<file path="config.mk">
export PLATFORM = sky130hd
export DESIGN_NAME = buf_executor_core
export DESIGN_NICKNAME = d
export VERILOG_FILES = /design/src/rtl/buf_executor_core_pkg.sv /design/src/rtl/buf_executor_core.sv
export SDC_FILE = /design/constraint.sdc
export NUM_CORES = 1
export LEC_CHECK = 0
export CORE_MARGIN = 2
export CORE_UTILIZATION = 35
export DETAILED_ROUTE_END_ITERATION = 12
export PLACE_DENSITY = 0.63
export SYNTH_ARGS = -nofsm -noshare
export SYNTH_HDL_FRONTEND = slang
export SYNTH_SLANG_ARGS = --single-unit
</file>
<file path="constraint.sdc">
create_clock -name clk -period 2.33 [get_ports clk]
set_input_delay 0.466 -clock clk [delete_from_list [all_inputs] [get_ports clk]]
set_output_delay 0.466 -clock clk [all_outputs]
set_load 0.005 [all_outputs]
</file>
<file path="src/rtl/buf_executor_core_pkg.sv">
// rtl/buf_executor_core_pkg.sv - shared opcodes, state enum and command word type
package buf_executor_core_pkg;

  localparam logic [7:0] OP_OUT_BASE    = 8'h80;
  localparam logic [7:0] OP_END         = 8'hBF;
  localparam logic [7:0] OP_WAIT_INT    = 8'h40;
  localparam logic [7:0] OP_WAIT_GLOBAL = 8'h41;
  localparam logic [7:0] OP_WAIT_LOCAL  = 8'h42;

  typedef enum logic [2:0] {
    ST_IDLE,
    ST_FETCH,
    ST_EXEC,
    ST_OUT_WAIT,
    ST_WAIT_COND
  } state_e;

  typedef struct packed {
    logic [7:0]  opcode;
    logic [31:0] arg;
  } cmd_t;

  // OUT covers 0x80..0xBE; 0xBF shares the prefix but is END.
  function automatic logic is_out_op(input logic [7:0] op);
    return (op[7:6] == OP_OUT_BASE[7:6]) && (op != OP_END);
  endfunction

endpackage

</file>
<file path="src/rtl/buf_executor_core.sv">
// rtl/buf_executor_core.sv - command sequencer: fetches FIFO words, drives the
// output-register bus and waits on interrupt / FIFO-level conditions.
module buf_executor_core
  import buf_executor_core_pkg::*;
(
  input  logic        clk,
  input  logic        rst,
  input  logic        start,
  input  logic        abort,
  input  logic        fifo_empty,
  input  logic [39:0] fifo_data,
  output logic        fifo_read,
  input  logic [31:0] fifo_global_count,
  input  logic [31:0] fifo_local_count,
  input  logic        ext_out_reg_busy,
  input  logic [31:0] ext_pending_ints,
  output logic [5:0]  ext_out_reg_addr,
  output logic [31:0] ext_out_reg_data,
  output logic        ext_out_reg_stb,
  output logic [31:0] ext_clear_ints,
  output logic        busy,
  output logic        done,
  output logic        error,
  output logic        aborted
);

  state_e      state_q, state_d;
  cmd_t        cmd_q, cmd_d;
  logic        fifo_read_q, fifo_read_d;
  logic        stb_q, stb_d;
  logic        done_q, done_d;
  logic        error_q, error_d;
  logic        aborted_q, aborted_d;
  logic [5:0]  addr_q, addr_d;
  logic [31:0] data_q, data_d;
  logic [31:0] clear_q, clear_d;
  logic [31:0] wait_mask;
  logic [31:0] int_hit;

  // A zero mask means "any interrupt".
  assign wait_mask = (cmd_q.arg == 32'd0) ? 32'hFFFF_FFFF : cmd_q.arg;
  assign int_hit   = ext_pending_ints & wait_mask;

  always_comb begin
    state_d     = state_q;
    cmd_d       = cmd_q;
    fifo_read_d = 1'b0;
    stb_d       = 1'b0;
    done_d      = 1'b0;
    clear_d     = 32'd0;
    addr_d      = addr_q;
    data_d      = data_q;
    error_d     = error_q;
    aborted_d   = aborted_q;

    if (abort) begin
      state_d   = ST_IDLE;
      aborted_d = 1'b1;
    end else begin
      case (state_q)
        ST_IDLE: begin
          if (start) begin
            state_d   = ST_FETCH;
            error_d   = 1'b0;
            aborted_d = 1'b0;
          end
        end
        ST_FETCH: begin
          if (!fifo_empty) begin
            cmd_d       = fifo_data;
            fifo_read_d = 1'b1;
            state_d     = ST_EXEC;
          end
        end
        ST_EXEC: begin
          if (is_out_op(cmd_q.opcode)) begin
            state_d = ST_OUT_WAIT;
          end else if (cmd_q.opcode == OP_END) begin
            done_d  = 1'b1;
            state_d = ST_IDLE;
          end else if (cmd_q.opcode == OP_WAIT_INT ||
                       cmd_q.opcode == OP_WAIT_GLOBAL ||
                       cmd_q.opcode == OP_WAIT_LOCAL) begin
            state_d = ST_WAIT_COND;
          end else begin
            error_d = 1'b1;
            state_d = ST_IDLE;
          end
        end
        ST_OUT_WAIT: begin
          if (!ext_out_reg_busy) begin
            stb_d   = 1'b1;
            addr_d  = cmd_q.opcode[5:0];
            data_d  = cmd_q.arg;
            state_d = ST_FETCH;
          end
        end
        ST_WAIT_COND: begin
          case (cmd_q.opcode)
            OP_WAIT_INT: begin
              if (int_hit != 32'd0) begin
                clear_d = int_hit;
                state_d = ST_FETCH;
              end
            end
            OP_WAIT_GLOBAL: if (fifo_global_count >= cmd_q.arg) state_d = ST_FETCH;
            OP_WAIT_LOCAL:  if (fifo_local_count >= cmd_q.arg) state_d = ST_FETCH;
            default: begin
              error_d = 1'b1;
              state_d = ST_IDLE;
            end
          endcase
        end
        default: state_d = ST_IDLE;
      endcase
    end
  end

  always_ff @(posedge clk or negedge rst) begin
    if (!rst) begin
      state_q     <= ST_IDLE;
      cmd_q       <= '0;
      fifo_read_q <= 1'b0;
      stb_q       <= 1'b0;
      done_q      <= 1'b0;
      error_q     <= 1'b0;
      aborted_q   <= 1'b0;
      addr_q      <= 6'd0;
      data_q      <= 32'd0;
      clear_q     <= 32'd0;
    end else begin
      state_q     <= state_d;
      cmd_q       <= cmd_d;
      fifo_read_q <= fifo_read_d;
      stb_q       <= stb_d;
      done_q      <= done_d;
      error_q     <= error_d;
      aborted_q   <= aborted_d;
      addr_q      <= addr_d;
      data_q      <= data_d;
      clear_q     <= clear_d;
    end
  end

  assign fifo_read        = fifo_read_q;
  assign ext_out_reg_stb  = stb_q;
  assign ext_out_reg_addr = addr_q;
  assign ext_out_reg_data = data_q;
  assign ext_clear_ints   = clear_q;
  assign done             = done_q;
  assign error            = error_q;
  assign aborted          = aborted_q;
  assign busy             = (state_q != ST_IDLE);

endmodule

</file>
Word-level counts from Yosys, hierarchy flattened
Cells that the tools add are included.

operators by class
  equality and inequality tests = 21
  bitwise operators = 4
  reduce and logical (&&, ||, !) cells = 16
  $lt $le $gt $ge = 2
  mux-type cells = 35

operator list
  kind                                                             number
  32-bit two-way mux                                               5
  32-bit greater-or-equal comparator                               2
  32-bit bitwise AND                                               1
  32-bit logical NOT                                               1
  32-bit nonzero test                                              1
  3-bit two-way mux                                                10
  8-bit by 7-bit == test with 1-bit output, second input constant  3
  1-bit two-way mux                                                17
  3-bit case mux with 5 select lines                               1
  4-bit inequality test, second input constant                     3
  2-bit inequality test, second input constant                     5
  3-bit inequality test, second input constant                     3
  3-bit case mux with 3 select lines                               1
  8-bit == test, second input constant                             1
  8-bit inequality test, second input constant                     1
  7-bit AND reduction                                              1
  3-bit by 2-bit == test with 1-bit output, second input constant  2
  3-bit AND reduction                                              2
  6-bit AND reduction                                              1
  3-bit nonzero test                                               2
  2-bit nonzero test                                               2
  3-bit by 1-bit == test with 1-bit output, second input constant  1
  3-bit == test, second input constant                             1
  3-bit logical NOT                                                1
  other kinds (7)                                                  10

storage, ports and cells
  word-level logic and storage cells = 89
  output and inout port bits = 76
  flip-flop bits (word level) = 118

Longest topological paths before layout
  word-level depth = 8
  gate-level depth with buffers = 10
  gate-level depth less buffers = 10

Worst setup path before layout
Ideal clock, no wire load.

  kind = input to register
  start point = input fifo_global_count[5]
  end point = register state_q[0]
  required time = 2.210 ns
  setup slack = 0.290 ns
  setup time = 0.120 ns
  data arrival time = 1.921 ns
  cell stages on the path = 9
  cell sequence = ha_1 -> a21o_1 -> nand3_1 -> a21oi_1 -> a2111oi_0 -> o21ai_0 -> a41oi_1 -> a32oi_1 -> a31o_1

on the way
  longest elaborated chain between the ends = 3

ends and longest elaborated chain
  item                                RTL line                  source
  start: declaration                  buf_executor_core.sv:13   input logic [31:0] fifo_global_count,
  32-bit greater-or-equal comparator  buf_executor_core.sv:106  OP_WAIT_GLOBAL: if (fifo_global_count >= cmd_q.arg) state_d = ST_FETCH;
  4-bit inequality test (no line)     -
  6-bit AND reduction (no line)       -
  end signal: assignment              buf_executor_core.sv:132  state_q <= state_d;
  end: declaration                    buf_executor_core.sv:27   state_e state_q, state_d;

No other way between the ends.
A chain may end at the register's enable or synchronous reset.

Worst setup path in the final report
  start point = register cmd_q[29] (netlist name)
  end point = register clear_q[12], in the netlist ext_clear_ints[12]

on the way
  longest elaborated chain between the ends = 8

ends and longest elaborated chain
  item                      RTL line                  source
  start: declaration        buf_executor_core.sv:28   cmd_t cmd_q, cmd_d;
  start signal: assignment  buf_executor_core.sv:133  cmd_q <= cmd_d;
  32-bit logical NOT        buf_executor_core.sv:41   assign wait_mask = (cmd_q.arg == 32'd0) ? 32'hFFFF_FFFF : cmd_q.arg;
  32-bit two-way mux (*)    buf_executor_core.sv:41
  32-bit bitwise AND (*)    buf_executor_core.sv:42   assign int_hit = ext_pending_ints & wait_mask;
  32-bit nonzero test       buf_executor_core.sv:101  if (int_hit != 32'd0) begin
  32-bit two-way mux (*)    buf_executor_core.sv:101
  32-bit two-way mux (*)    buf_executor_core.sv:99   case (cmd_q.opcode)
  32-bit two-way mux (*)    buf_executor_core.sv:60   case (state_q)
  32-bit two-way mux (*)    buf_executor_core.sv:56   if (abort) begin
  named net clear_d[12]     buf_executor_core.sv:36   logic [31:0] clear_q, clear_d;
  end signal: assignment    buf_executor_core.sv:141  clear_q <= clear_d;
  end: declaration          buf_executor_core.sv:36

The timed path passes the listed nets; every way through them passes the cells marked *.

==> reports/summary.txt <==
Total Die Area: 0.0185 sq mm
Antenna diode instance count: 0
Worst hold path stage count: 2
Most frequent cells in the layout: clkdlybuf4s50_1 (216), nand2_1 (123), dfrtp_1 (116), buf_4 (84), o21ai_0 (71)
Clock Tree Buf Depth: 2
Total power draw: 10.1 mW
DR vias: 5,793
TritonCTS sink count: 118
Synth Register Bits: 118
Simple-Gate Fraction of Synth Area: 0.191
Chip Width: 136 microns
Layout area overhead: 65.3%
Post-Syn Area: 0.00611 sq mm
CORE AREA: 0.0172 sq mm
R2R Setup Slk: -0.02 ns
Placed Area: 0.00914 sq mm
Crit. End Element: flop
Drt via density: 4.88
WP data required: 2.63 ns
FMAX: 426 MHz
CP Cell Sequence: nor4_2 > buf_4 > nand4_4 > nor2_4 > buf_12 > o21ai_0 > nand4_1 > nor4_4 > a21boi_4 > buf_4 > clkbuf_16 > and2b_1
Post-synth top flop: dfrtp_1
Drt total wl: 20,700 microns
Post-route ant nets: 0
Max-cap viol count: 0
IO Port Bufs: 217
Adder-cell area share of the yosys netlist: 0.131
Setup Skew: 0.00803 ns
Commonest non-fill, non-tap cell in the layout: clkdlybuf4s50_1
RSZ-0062 raised after global routing: yes
Crit path buf inv count: 4
Slew HR: 0.645
Tcrit/Tclk final: 1.01
Final setup fails: 8
Filler cells: 1,558
CTS root buf: clkbuf_16
FF-to-FF End: ext_clear_ints[12]$_DFF_PN0_
Most used cell, CP: buf_4
Tightest Pin Transition: 0.532 ns
Fin Hold WS: 0.476 ns
Complex-gate fraction of the synthesized area: 0.147
R2R Path Start: cmd_q[29]$_DFFE_PN0P_
WHS Endpoint: ext_out_reg_data[31]$_DFFE_PN0P_
Kind of cell adding the most delay to the critical path: simple AND/OR/NAND/NOR gates
Post-synthesis xor/xnor area fraction: 0
Post-synthesis sequential area ratio: 0.484
Final Max Tran Viols: 0
GRT Total Usage: 0.228
Syn_area_per_cell: 9.53 sq um
Post-DP HPWL: 16,200 microns
Worst-Skew Late Latency: 0.42 ns
Worst path slowest cell: nor4_4
Setup ws final: -0.0185 ns
Row count: 48
CTS buffer count: 17
Drt wl/cell: 17.5 microns
Setup CP Type: flop to flop
Post-Syn Nets: 847
Failing checks: negative setup slack
Area of the multi-input gates: 0.00312 sq mm
CTS tree: done
Drt first pass iters: 4
Synthesis Warnings: 0
Congestion Overflow GR: 0
Ys async rst share: 1.00
Mux contribution to synthesized area: 0.00533
Power Dens Cells: 1000 mW/mm^2
Number of synthesized flops with an enable pin: 0
R2R cell count: 12
Fin util: 0.588
Largest family of logic cells by synthesized area: simple AND/OR/NAND/NOR gates
Initial antenna violation count: 1
Final hold vios: 0
DRT iter0 DRCs: 261
Arrival time worst endpoint: 2.65 ns
Largest net degree at the start of global routing: 59
Leakage: 4.62 nW
IO Pins: 218
Global-route wire length before repair: 31,600 microns
Clock transition at path regs: 0.06 ns
Nets: 1,154
Initial Utilization: 0.355
Yosys cell types: 49
Critical path startpoint category: flop
Vias in the first global route: 5,859
Register Area: 0.00296 sq mm
VDD IR-drop max: 0.601 mV
Critical Path Fanout Max: 11
GP Congestion: 0.894
CP max stage delay: 0.42 ns
Share of cells above drive strength 1: 0.183
Gate Count Post-Synth: 641
Status: finished with violations
Drt drc: 0
Crit path time final: 2.35 ns
Design area: 0.0101 sq mm
CTS HTree Levels: 4
Die height: 136 microns
Hold_sp: ext_out_reg_data[31]$_DFFE_PN0P_
Hold crit path type: flop to flop
## cells by family (layout without fill, tap and decap cells)
kind of cell	Yosys count	count (layout)
AND/OR/NAND/NOR	236	236
AO/OA/AOI/OAI	159	159
flip-flops	118	118
adder cells (fa/ha/maj)	64	64
buffers and inverters	61	381
multiplexers	3	3
## metrics by stage
| stage | setup TNS, ns | setup WS, ns | cells |
|---|---|---|---|
| after floorplan | 0 | 0.290 | 641 |
| after global placement | -4.95 | -0.562 | 1146 |
| after detailed placement | -4.89 | -0.600 | 1146 |
| after CTS | -0.0208 | -0.0176 | 1179 |
| after global routing | -2.55 | -0.0973 | 1186 |
| final | -0.0863 | -0.0185 | 1186 |
## cell type report
class                           instances  share of cell area
Timing Repair Buffer                  311               0.295
Clock inverter                         15              0.0188
Tap cell                              225              0.0279
Inverter                               38              0.0141
Sequential cell                       118               0.293
Clock buffer                           17              0.0421
Multi-Input combinational cell        462               0.309
## power by group
part	internal (mW)	switching [mW]	total, mW
combinational	2.21	2.09	4.30
sequential	2.61	0.473	3.08
clock	1.71	1.03	2.74
total	6.53	3.60	10.1
## Yosys cell counts, types with 9 or more instances
cell      number  share of area
and2b_1       10          0.012
nor2b_1       16          0.016
o21ai_1       19          0.016
a21oi_1       24          0.020
ha_1          64           0.13
o21ai_0       86          0.070
a21o_1        13          0.016
clkbuf_1      17          0.010
nor2_1        17          0.010
nand2_1      124          0.076
nand4_1       17          0.017
nand3_1        9         0.0074
nor4_1         9         0.0092
dfrtp_1      118           0.48
inv_1         36          0.022
## what timing repair did
action                                  in CTS  in global routing
pin swaps                                    2                 22
cloned                                       0                  3
setup buffers                                0                  4
hold buffers                                 1                  0
endpoints found under the setup margin      34                 35
hold endpoints to repair                    25                  0
gates resized for setup                     22                 44
## worst reg2reg max path, cell delays in order (launching register included)
cell       delay, ns
dfrtp_1         0.36
nor4_2          0.05
buf_4           0.13
nand4_4         0.10
nor2_4          0.06
buf_12          0.14
o21ai_0         0.21
nand4_1         0.19
nor4_4          0.42
a21boi_4        0.10
buf_4           0.16
clkbuf_16       0.16
and2b_1         0.16
## how the worst max path moves through the flow
| stage | cells past startpoint | end | startpoint |
|---|---|---|---|
| after floorplan | 9 | state_q[0]$_DFFE_PN0P_ | fifo_global_count[5] |
| after global placement | 11 | state_q[0]$_DFFE_PN0P_ | fifo_global_count[0] |
| after detailed placement | 10 | state_q[0]$_DFFE_PN0P_ | fifo_global_count[5] |
| after CTS | 10 | state_q[0]$_DFFE_PN0P_ | cmd_q[0]$_DFFE_PN0P_ |
| after global routing | 12 | ext_clear_ints[14]$_DFF_PN0_ | cmd_q[29]$_DFFE_PN0P_ |
| final | 12 | ext_clear_ints[12]$_DFF_PN0_ | cmd_q[29]$_DFFE_PN0P_ |
## metal layers
metal  global-route usage  wire, microns
met1                0.296           9030
met2                0.373          10000
met3               0.0604           1370
met4               0.0660            323
met5                    0              0
## sequential cells by signal, indices dropped and copies added (netlist names)
name / count
cmd_q: 40
ext_clear_ints: 32
ext_out_reg_data: 32
ext_out_reg_addr: 6
state_q: 3
aborted: 1
done: 1
error: 1
ext_out_reg_stb: 1
fifo_read: 1
Power figures use the tool's default switching activity.
